`src/rtl/bios_loader_rom_if.sv`:
```
// Bus bundle for the field-loadable BIOS instruction store: byte loader
// handshake, control pulses, status and the CPU fetch port.
interface bios_loader_rom_if #(
    parameter int WORD_W = 16,
    parameter int ADDR_W = 5
);
    logic              load_start;
    logic              load_abort;
    logic              clear_req;
    logic [7:0]        byte_data;
    logic              byte_valid;
    logic              byte_ready;
    logic [ADDR_W-1:0] rd_addr;
    logic [WORD_W-1:0] rd_data;
    logic              busy;
    logic              load_done;
    logic [ADDR_W:0]   word_count;

    modport master (
        output load_start, load_abort, clear_req, byte_data, byte_valid, rd_addr,
        input  byte_ready, rd_data, busy, load_done, word_count
    );

    modport slave (
        input  load_start, load_abort, clear_req, byte_data, byte_valid, rd_addr,
        output byte_ready, rd_data, busy, load_done, word_count
    );
endinterface

```
`src/rtl/bios_loader_rom.sv`:
```
// Register-array instruction store for the i281 CPU, filled at run time from a
// byte stream (MSB byte first per word) and read combinationally by the fetch path.
module bios_loader_rom #(
    parameter int WORD_W = 16,
    parameter int DEPTH  = 32,
    parameter int ADDR_W = 5
) (
    input logic               clk,
    input logic               rst,
    bios_loader_rom_if.slave  bus
);
    localparam int BPW    = WORD_W / 8;
    localparam int HOLD_W = (BPW > 1) ? (BPW - 1) * 8 : 8;
    localparam int IDX_W  = (BPW > 1) ? $clog2(BPW) : 1;

    typedef enum logic [1:0] {IDLE, LOAD, DONE} state_t;

    state_t            state_q, state_d;
    logic [ADDR_W-1:0] waddr_q, waddr_d;
    logic [IDX_W-1:0]  byte_idx_q, byte_idx_d;
    logic [HOLD_W-1:0] hold_q, hold_d;
    logic [ADDR_W:0]   word_count_q, word_count_d;
    logic              load_done_q, load_done_d;
    logic              busy_q, busy_d;
    logic              wr_en;
    logic              clr_all;
    logic [WORD_W-1:0] wr_data;
    logic [WORD_W-1:0] rd_data;
    logic [WORD_W-1:0] mem_q [DEPTH];

    always_comb begin
        state_d      = state_q;
        waddr_d      = waddr_q;
        byte_idx_d   = byte_idx_q;
        hold_d       = hold_q;
        word_count_d = word_count_q;
        load_done_d  = load_done_q;
        wr_en        = 1'b0;
        clr_all      = 1'b0;
        // Held bytes sit above the incoming byte, so the first byte lands on top.
        wr_data      = WORD_W'({hold_q, bus.byte_data});

        case (state_q)
            LOAD: begin
                if (bus.load_abort) begin
                    state_d    = IDLE;
                    byte_idx_d = '0;
                    hold_d     = '0;
                end else if (bus.load_start) begin
                    waddr_d      = '0;
                    byte_idx_d   = '0;
                    hold_d       = '0;
                    word_count_d = '0;
                    load_done_d  = 1'b0;
                end else if (bus.byte_valid) begin
                    if (byte_idx_q < IDX_W'(BPW - 1)) begin
                        hold_d     = HOLD_W'({hold_q, bus.byte_data});
                        byte_idx_d = byte_idx_q + IDX_W'(1);
                    end else begin
                        wr_en        = 1'b1;
                        waddr_d      = waddr_q + ADDR_W'(1);
                        word_count_d = word_count_q + (ADDR_W + 1)'(1);
                        byte_idx_d   = '0;
                        hold_d       = '0;
                        if (waddr_q == ADDR_W'(DEPTH - 1)) begin
                            state_d     = DONE;
                            load_done_d = 1'b1;
                        end
                    end
                end
            end
            default: begin
                if (bus.clear_req) begin
                    clr_all      = 1'b1;
                    load_done_d  = 1'b0;
                    word_count_d = '0;
                    state_d      = IDLE;
                end
                if (bus.load_start) begin
                    state_d      = LOAD;
                    waddr_d      = '0;
                    byte_idx_d   = '0;
                    hold_d       = '0;
                    word_count_d = '0;
                    load_done_d  = 1'b0;
                end
            end
        endcase

        busy_d = (state_d == LOAD);
    end

    always_ff @(posedge clk or posedge rst) begin
        if (rst) begin
            state_q      <= IDLE;
            waddr_q      <= '0;
            byte_idx_q   <= '0;
            hold_q       <= '0;
            word_count_q <= '0;
            load_done_q  <= 1'b0;
            busy_q       <= 1'b0;
        end else begin
            state_q      <= state_d;
            waddr_q      <= waddr_d;
            byte_idx_q   <= byte_idx_d;
            hold_q       <= hold_d;
            word_count_q <= word_count_d;
            load_done_q  <= load_done_d;
            busy_q       <= busy_d;
        end
    end

    always_ff @(posedge clk or posedge rst) begin
        if (rst) begin
            for (int i = 0; i < DEPTH; i++) mem_q[i] <= '0;
        end else if (clr_all) begin
            for (int i = 0; i < DEPTH; i++) mem_q[i] <= '0;
        end else if (wr_en) begin
            for (int i = 0; i < DEPTH; i++) begin
                if (waddr_q == ADDR_W'(i)) mem_q[i] <= wr_data;
            end
        end
    end

    // Addresses at or beyond DEPTH match no entry and read as zero.
    always_comb begin
        rd_data = '0;
        for (int i = 0; i < DEPTH; i++) begin
            if (bus.rd_addr == ADDR_W'(i)) rd_data = mem_q[i];
        end
    end

    assign bus.rd_data    = rd_data;
    assign bus.busy       = busy_q;
    assign bus.byte_ready = busy_q;
    assign bus.load_done  = load_done_q;
    assign bus.word_count = word_count_q;
endmodule

```
`src/flat_wrapper.sv`:
```
// flat-port wrapper written by rule: the top's interface ports become plain ports
module bios_loader_rom_flat 
#(
    parameter int WORD_W = 16,
    parameter int DEPTH  = 32,
    parameter int ADDR_W = 5
)
  (clk, rst, bus_load_start, bus_load_abort, bus_clear_req, bus_byte_data, bus_byte_valid, bus_rd_addr, bus_byte_ready, bus_rd_data, bus_busy, bus_load_done, bus_word_count);
  bios_loader_rom_if #(.WORD_W(WORD_W), .ADDR_W(ADDR_W)) bus_i ();
  input logic clk;
  input logic rst;
  input wire logic [$bits(bus_i.load_start)-1:0] bus_load_start;
  input wire logic [$bits(bus_i.load_abort)-1:0] bus_load_abort;
  input wire logic [$bits(bus_i.clear_req)-1:0] bus_clear_req;
  input wire logic [$bits(bus_i.byte_data)-1:0] bus_byte_data;
  input wire logic [$bits(bus_i.byte_valid)-1:0] bus_byte_valid;
  input wire logic [$bits(bus_i.rd_addr)-1:0] bus_rd_addr;
  output wire logic [$bits(bus_i.byte_ready)-1:0] bus_byte_ready;
  output wire logic [$bits(bus_i.rd_data)-1:0] bus_rd_data;
  output wire logic [$bits(bus_i.busy)-1:0] bus_busy;
  output wire logic [$bits(bus_i.load_done)-1:0] bus_load_done;
  output wire logic [$bits(bus_i.word_count)-1:0] bus_word_count;
  assign bus_i.load_start = bus_load_start;
  assign bus_i.load_abort = bus_load_abort;
  assign bus_i.clear_req = bus_clear_req;
  assign bus_i.byte_data = bus_byte_data;
  assign bus_i.byte_valid = bus_byte_valid;
  assign bus_i.rd_addr = bus_rd_addr;
  assign bus_byte_ready = bus_i.byte_ready;
  assign bus_rd_data = bus_i.rd_data;
  assign bus_busy = bus_i.busy;
  assign bus_load_done = bus_i.load_done;
  assign bus_word_count = bus_i.word_count;
  bios_loader_rom #(.WORD_W(WORD_W), .DEPTH(DEPTH), .ADDR_W(ADDR_W)) u_core (.clk(clk), .rst(rst), .bus(bus_i));
endmodule
```
`config.mk`:
```
export PLATFORM = sky130hd
export DESIGN_NAME = bios_loader_rom_flat
export DESIGN_NICKNAME = d
export VERILOG_FILES = /design/src/rtl/bios_loader_rom_if.sv /design/src/rtl/bios_loader_rom.sv /design/src/flat_wrapper.sv
export SDC_FILE = /design/constraint.sdc
export NUM_CORES = 1
export LEC_CHECK = 0
export ABC_AREA = 1
export CORE_MARGIN = 1.5
export CORE_UTILIZATION = 53
export CTS_CLUSTER_DIAMETER = 100
export DETAILED_ROUTE_END_ITERATION = 8
export GPL_TIMING_DRIVEN = 0
export PLACE_DENSITY = 0.67
export SYNTH_ARGS = -nofsm -noshare
export SYNTH_HDL_FRONTEND = slang
export SYNTH_SLANG_ARGS = --single-unit
export TNS_END_PERCENT = 100
```
`constraint.sdc`:
```
create_clock -name clk -period 32.8 [get_ports clk]
set_clock_uncertainty 0.15 [all_clocks]
set_input_delay 8.2 -clock clk [delete_from_list [all_inputs] [get_ports clk]]
set_output_delay 8.2 -clock clk [all_outputs]
set_load 0.01 [all_outputs]
```
Word-level counts from Yosys, hierarchy flattened
Cells that the tools add are included.
Widths: inputs -> output; s select.

operators by class
  add/subtract/negate cells = 3
  multiply operators = 0
  div/mod/pow operators = 0
  $lt $le $gt $ge = 1
  equality and inequality tests = 69
  shift-type cells = 0
  mux-type cells = 114
  bitwise logic cells = 0
  reduce and logical (&&, ||, !) cells = 74

operator list
  cell                 count
  $mux 16              64
  $mux 512             2
  $eq 5x5->1 const B   32
  $eq 5x4->1 const B   16
  $reduce_bool 2->1    34
  $reduce_and 2->1     33
  $mux 8               6
  $mux 6               7
  $eq 5x3->1 const B   8
  $mux 5               6
  $mux 1               21
  $eq 5x2->1 const B   4
  $mux 2               8
  $eq 5x1->1 const B   2
  $logic_not 5->1      2
  $ne 3x3->1 const B   3
  $reduce_and 4->1     2
  $add 6x1->6 const B  1
  $reduce_bool 3->1    2
  $add 5x1->5 const B  1
  $reduce_and 5->1     1
  $eq 2x1->1 const B   2
  $ne 3x2->1 const B   1
  $ne 2x2->1 const B   1
  other kinds (2)      2

storage, ports and cells
  register bits = 536
  latch bits = 0
  bits in writable memories = 0
  ROM bits = 0
  bits of input ports = 19
  output and inout bits = 25
  word-level logic and storage cells = 300
  memories kept = 0

Depth between registers and ports, before layout
  depth after elaboration = 33
  depth in mapped cells = 24
  gate-level depth less buffers = 24

Least setup slack after synthesis
Ideal clock, no wire load.

  path type = input-to-output
  start point = input bus_rd_addr[1]
  end point = output bus_rd_data[11]
  arrival time = 9923 ps
  data required time = 24450 ps
  setup slack = 14527 ps
  cell stages on the path = 18
  path through = nor2_1 -> buf_2 -> nand3_1 -> nor2_1 -> inv_1 -> or2_2 -> nand2_1 -> nand3_1 -> nand2_1 -> nand3_1 -> nand2_1 -> nand3_1 -> nand2_1 -> nand3_1 -> nand2_1 -> nand4_1 -> nor2_1 -> nand4_1

between the ends
  cells in the longest elaborated chain, start to end = 33
  elaborated cells on any way between the ends = 64

ends and longest elaborated chain
  item                   line                    RTL
  from (decl)            flat_wrapper.sv:17      input wire logic [$bits(bus_i.rd_addr)-1:0] bus_rd_addr;
  $logic_not 5->1        bios_loader_rom.sv:129  if (bus.rd_addr == ADDR_W'(i)) rd_data = mem_q[i];
  $mux 16 (31 in a row)  bios_loader_rom.sv:129
  $mux 16 *              bios_loader_rom.sv:129
  to (decl)              flat_wrapper.sv:19      output wire logic [$bits(bus_i.rd_data)-1:0] bus_rd_data;

Every way passes the cells marked *; elsewhere a longest branch is shown, timed or not.

Worst setup path after layout
  start point = input bus_rd_addr[3]
  end point = output bus_rd_data[9]

The elaborated chain is that of the path after synthesis.

==> results.toml <==
[sta]
fin_ws_ps = 11680
relSlewSlack = 0.114
tns_ps = 0
worst_pin_slew_ps = 1320
finalCritPeriodShare = 0.644
slew_viol_final = 0
period_needed_ps = 21120
hold_violations = 0
finalSetupViolCount = 0
max_freq_mhz = 47.3
rsz0062_at_grt = "no"

[setup_path]
critPathRequiredTime_ps = 24450
critical-path-max-stage-delay_ps = 710
crit_arrival_ps = 12770
end_kind = "output pin"
crit_chain = "clkdlybuf4s50_1 > nor2_1 > buf_2 > buf_2 > nand4_1 > nand2_1 > nor2_1 > nand4_1 > nor2_1 > nand4_1 > nand2_1 > nand4_1 > nand2_1 > nand4_1 > nor2_1 > nand4_1 > nand2_1 > nand4_1 > nand2_1 > nand3_1 > nand2_1 > nand3_1 > clkdlybuf4s50_1"
r2r_start = "u_core.state_q[0]"
cp_num_buf_inv = 4
cpMaxStageDelayCell = "clkdlybuf4s50_1"
crit_family = "simple AND/OR/NAND/NOR gates"
critPathKind = "primary input to output pin"
critPathLaunch = "bus_rd_addr[3]"
cp_max_fo = 10
critPathLaunchType = "primary input"
cp_common_cell = "nand4_1"

[route]
vias = 21907
via_per_inst = 5.76
drt_wl_total_um = 78900
drtIter0Drc = 2945
drc = 0
ant_nets = 0
wl_per_cell_um = 20.7
firstDrtPassIters = 6

[placed_design]
place.gp.congestion = 0.954
preCtsSetupSlack_ps = 11880
placedCellCount = 3706
port_buffers = 42
dp_hpwl_um = 56300

[hold_path]
hold_start = "u_core.mem_q[228]"
min_path_type = "flip-flop to flip-flop"

[die]
core_area_um2 = 45400
die_area_um2 = 47200
die_x_um = 217
io_pins = 44
initial_core_util = 0.536
dieHeight_um = 217
rows = 78

[final_layout]
final_nets = 3190
synthToLayoutAreaGrowth_pct = 13.1
drive_above_1_share = 0.0530
n_antenna_cell = 0
nFillCells = 4036
final_cells = 3805

[synth]
seq_area_frac_synth = 0.551
synth_cell_types = 31
ys_top_cells_by_area = "dfrtp_1 55%, nand2_1 16%, o21ai_0 11%, inv_1 3.2%, nor2_1 2.9%"
ys_ff_latch = 536
syn_inst = 3060
syn_nets = 3086
yosysTopAreaCell = "dfrtp_1"
synth_top_cell_area_share = 0.551
synth_area_um2 = 24300
syn-mean-instance-area_um2 = 7.96
ys_warn_count = 0

[grt]
antenna_found_initial = 1
grt_pass1_vias = 20578
grt_usage = 0.340
grt_pass1_wl_um = 122000
grt_max_degree = 131
grt_overflow = 0

[clock_network]
root_buffer = "clkbuf_16"
tritoncts = "done"
cts_resized = 0
cts_setup_buffers = 0
cts_max_level = 2
clk_pin_slew_worst_paths_ps = 60
cts_max_path_buffers = 3
cts_buffers = 56
cts_sinks = 536
cts_hold_buf = 0
worstSkewPairLatency_ps = 620

[pwr]
leakagePower_nw = 12.5
pwr-share-clk = 0.328
max-vdd-ir-drop_mv = 0.0454
pwr-share-seq = 0.468
p_per_area_nw_per_um2 = 72.7
comb_power_share = 0.204
switchingPower_mw = 0.649
swShare = 0.325
intPower_mw = 1.35

[outcome]
outcome = "complete, no violations"

[run]
maxCapViolations = 0
worst paths after layout:
check | cells past startpoint | slack, ps | end
setup / recovery | 23 | 11680 | bus_rd_data[9]
hold / removal | 2 | 330 | u_core.mem_q[228]
setup reg to reg | 9 | 29390 | u_core.mem_q[460]
hold reg to reg | 2 | 330 | u_core.mem_q[228]
max in group asynchronous | 4 | 23100 | u_core.mem_q[159]
min in group asynchronous | 2 | 7830 | u_core.bus.word_count[3]
cell type report:
cell class	count	area [um^2]	area share
multi-input cells	2108	9340	0.339
clock buffers	83	1670	0.0608
well taps	600	751	0.0273
flip-flops and latches	536	13400	0.487
repair buffers	46	531	0.0193
inverters	220	833	0.0303
plain buffers	196	769	0.0279
clock inverters	16	229	0.00832
worst min-delay path, delay by kind of cell (launching register included):
family | cells | cell delay [ps]
simple gates | 1 | 50
compound gates | 1 | 60
flops | 1 | 330
metal layers:
layer,vias to the layer above,global-route usage,wire (um)
met5,-,0,0
met4,0,0.0975,2070
met3,141,0.0653,6850
met2,953,0.525,35900
met1,10782,0.491,34100
li1,10031,-,-
layout by cell type (no fill, tap or decap), types with 5 or more instances in the layout:
cell type        synthesis  layout
buf_2                   18      18
nand4_1                106     106
a21oi_1                 63      63
inv_2                    7       7
dfrtp_1                536     536
inv_1                  205     204
clkdlybuf4s50_1          0      42
nor3_1                   5       5
clkinv_1                 8       8
or2_0                    5       5
clkbuf_8                 0      17
nand3_1                 87      87
or2_2                   37      37
o21ai_0                548     548
buf_1                    7       7
clkbuf_16                0      56
ha_1                     7       7
nand2_1               1030    1030
nor2_1                 190     190
o21ai_1                  6       6
clkbuf_1               168     178
clkinv_2                 0       6
bufinv_16                0       5
kinds of logic (layout without fill, tap and decap cells):
family                     after synthesis  count (layout)  synth area share
AOI/OAI and AO/OA                      625             625             0.130
buffers and inverters                  416             561            0.0655
adders and majority gates                7               7           0.00360
DFF                                    536             536             0.551
and+or+nand+nor                       1474            1474             0.250
xor gates and xnor gates                 2               2          0.000720
synthesized netlist by cell type, drive strengths merged:
master / n
nor3: 7
a32o: 1
inv: 212
ha: 7
nand3: 87
o21ai: 556
o22ai: 1
a21oi: 63
nor3b: 2
dfrtp: 536
nor2: 196
a31o: 1
xor2: 2
clkbuf: 168
buf: 28
nand4: 106
or2: 46
o21a: 1
o31ai: 2
nand2: 1030
clkinv: 8
registers in the layout, indices dropped and copies added, names as in the netlist:
signal / cells
u_core.bus.word_count: 6
u_core.bus.load_done: 1
u_core.state_q: 2
u_core.mem_q: 512
u_core.bus.busy: 1
u_core.waddr_q: 5
u_core.hold_q: 8
u_core.byte_idx_q: 1
metrics by stage:
step / hold WS, ps / area, um^2 / util / power, mW
after detailed placement: 315 / 25600 / 0.565 / 1.34
after global placement: 308 / 25500 / 0.562 / 1.33
after CTS: 330 / 27500 / 0.607 / 2.00
after floorplan: 295 / 24300 / - / 1.18
after global routing: 351 / 27500 / 0.607 / 2.10
final: 328 / 27500 / 0.607 / 2.00
power by group through the flow:
stage	Clock, mW	Sequential (mW)	Combinational, mW
after floorplan	0	0.923	0.257
after global placement	0	0.941	0.387
after detailed placement	0	0.943	0.402
after CTS	0.664	0.933	0.404
after global routing	0.690	0.956	0.458
final	0.656	0.937	0.408
Note: power is estimated with default switching activity, not from simulation.
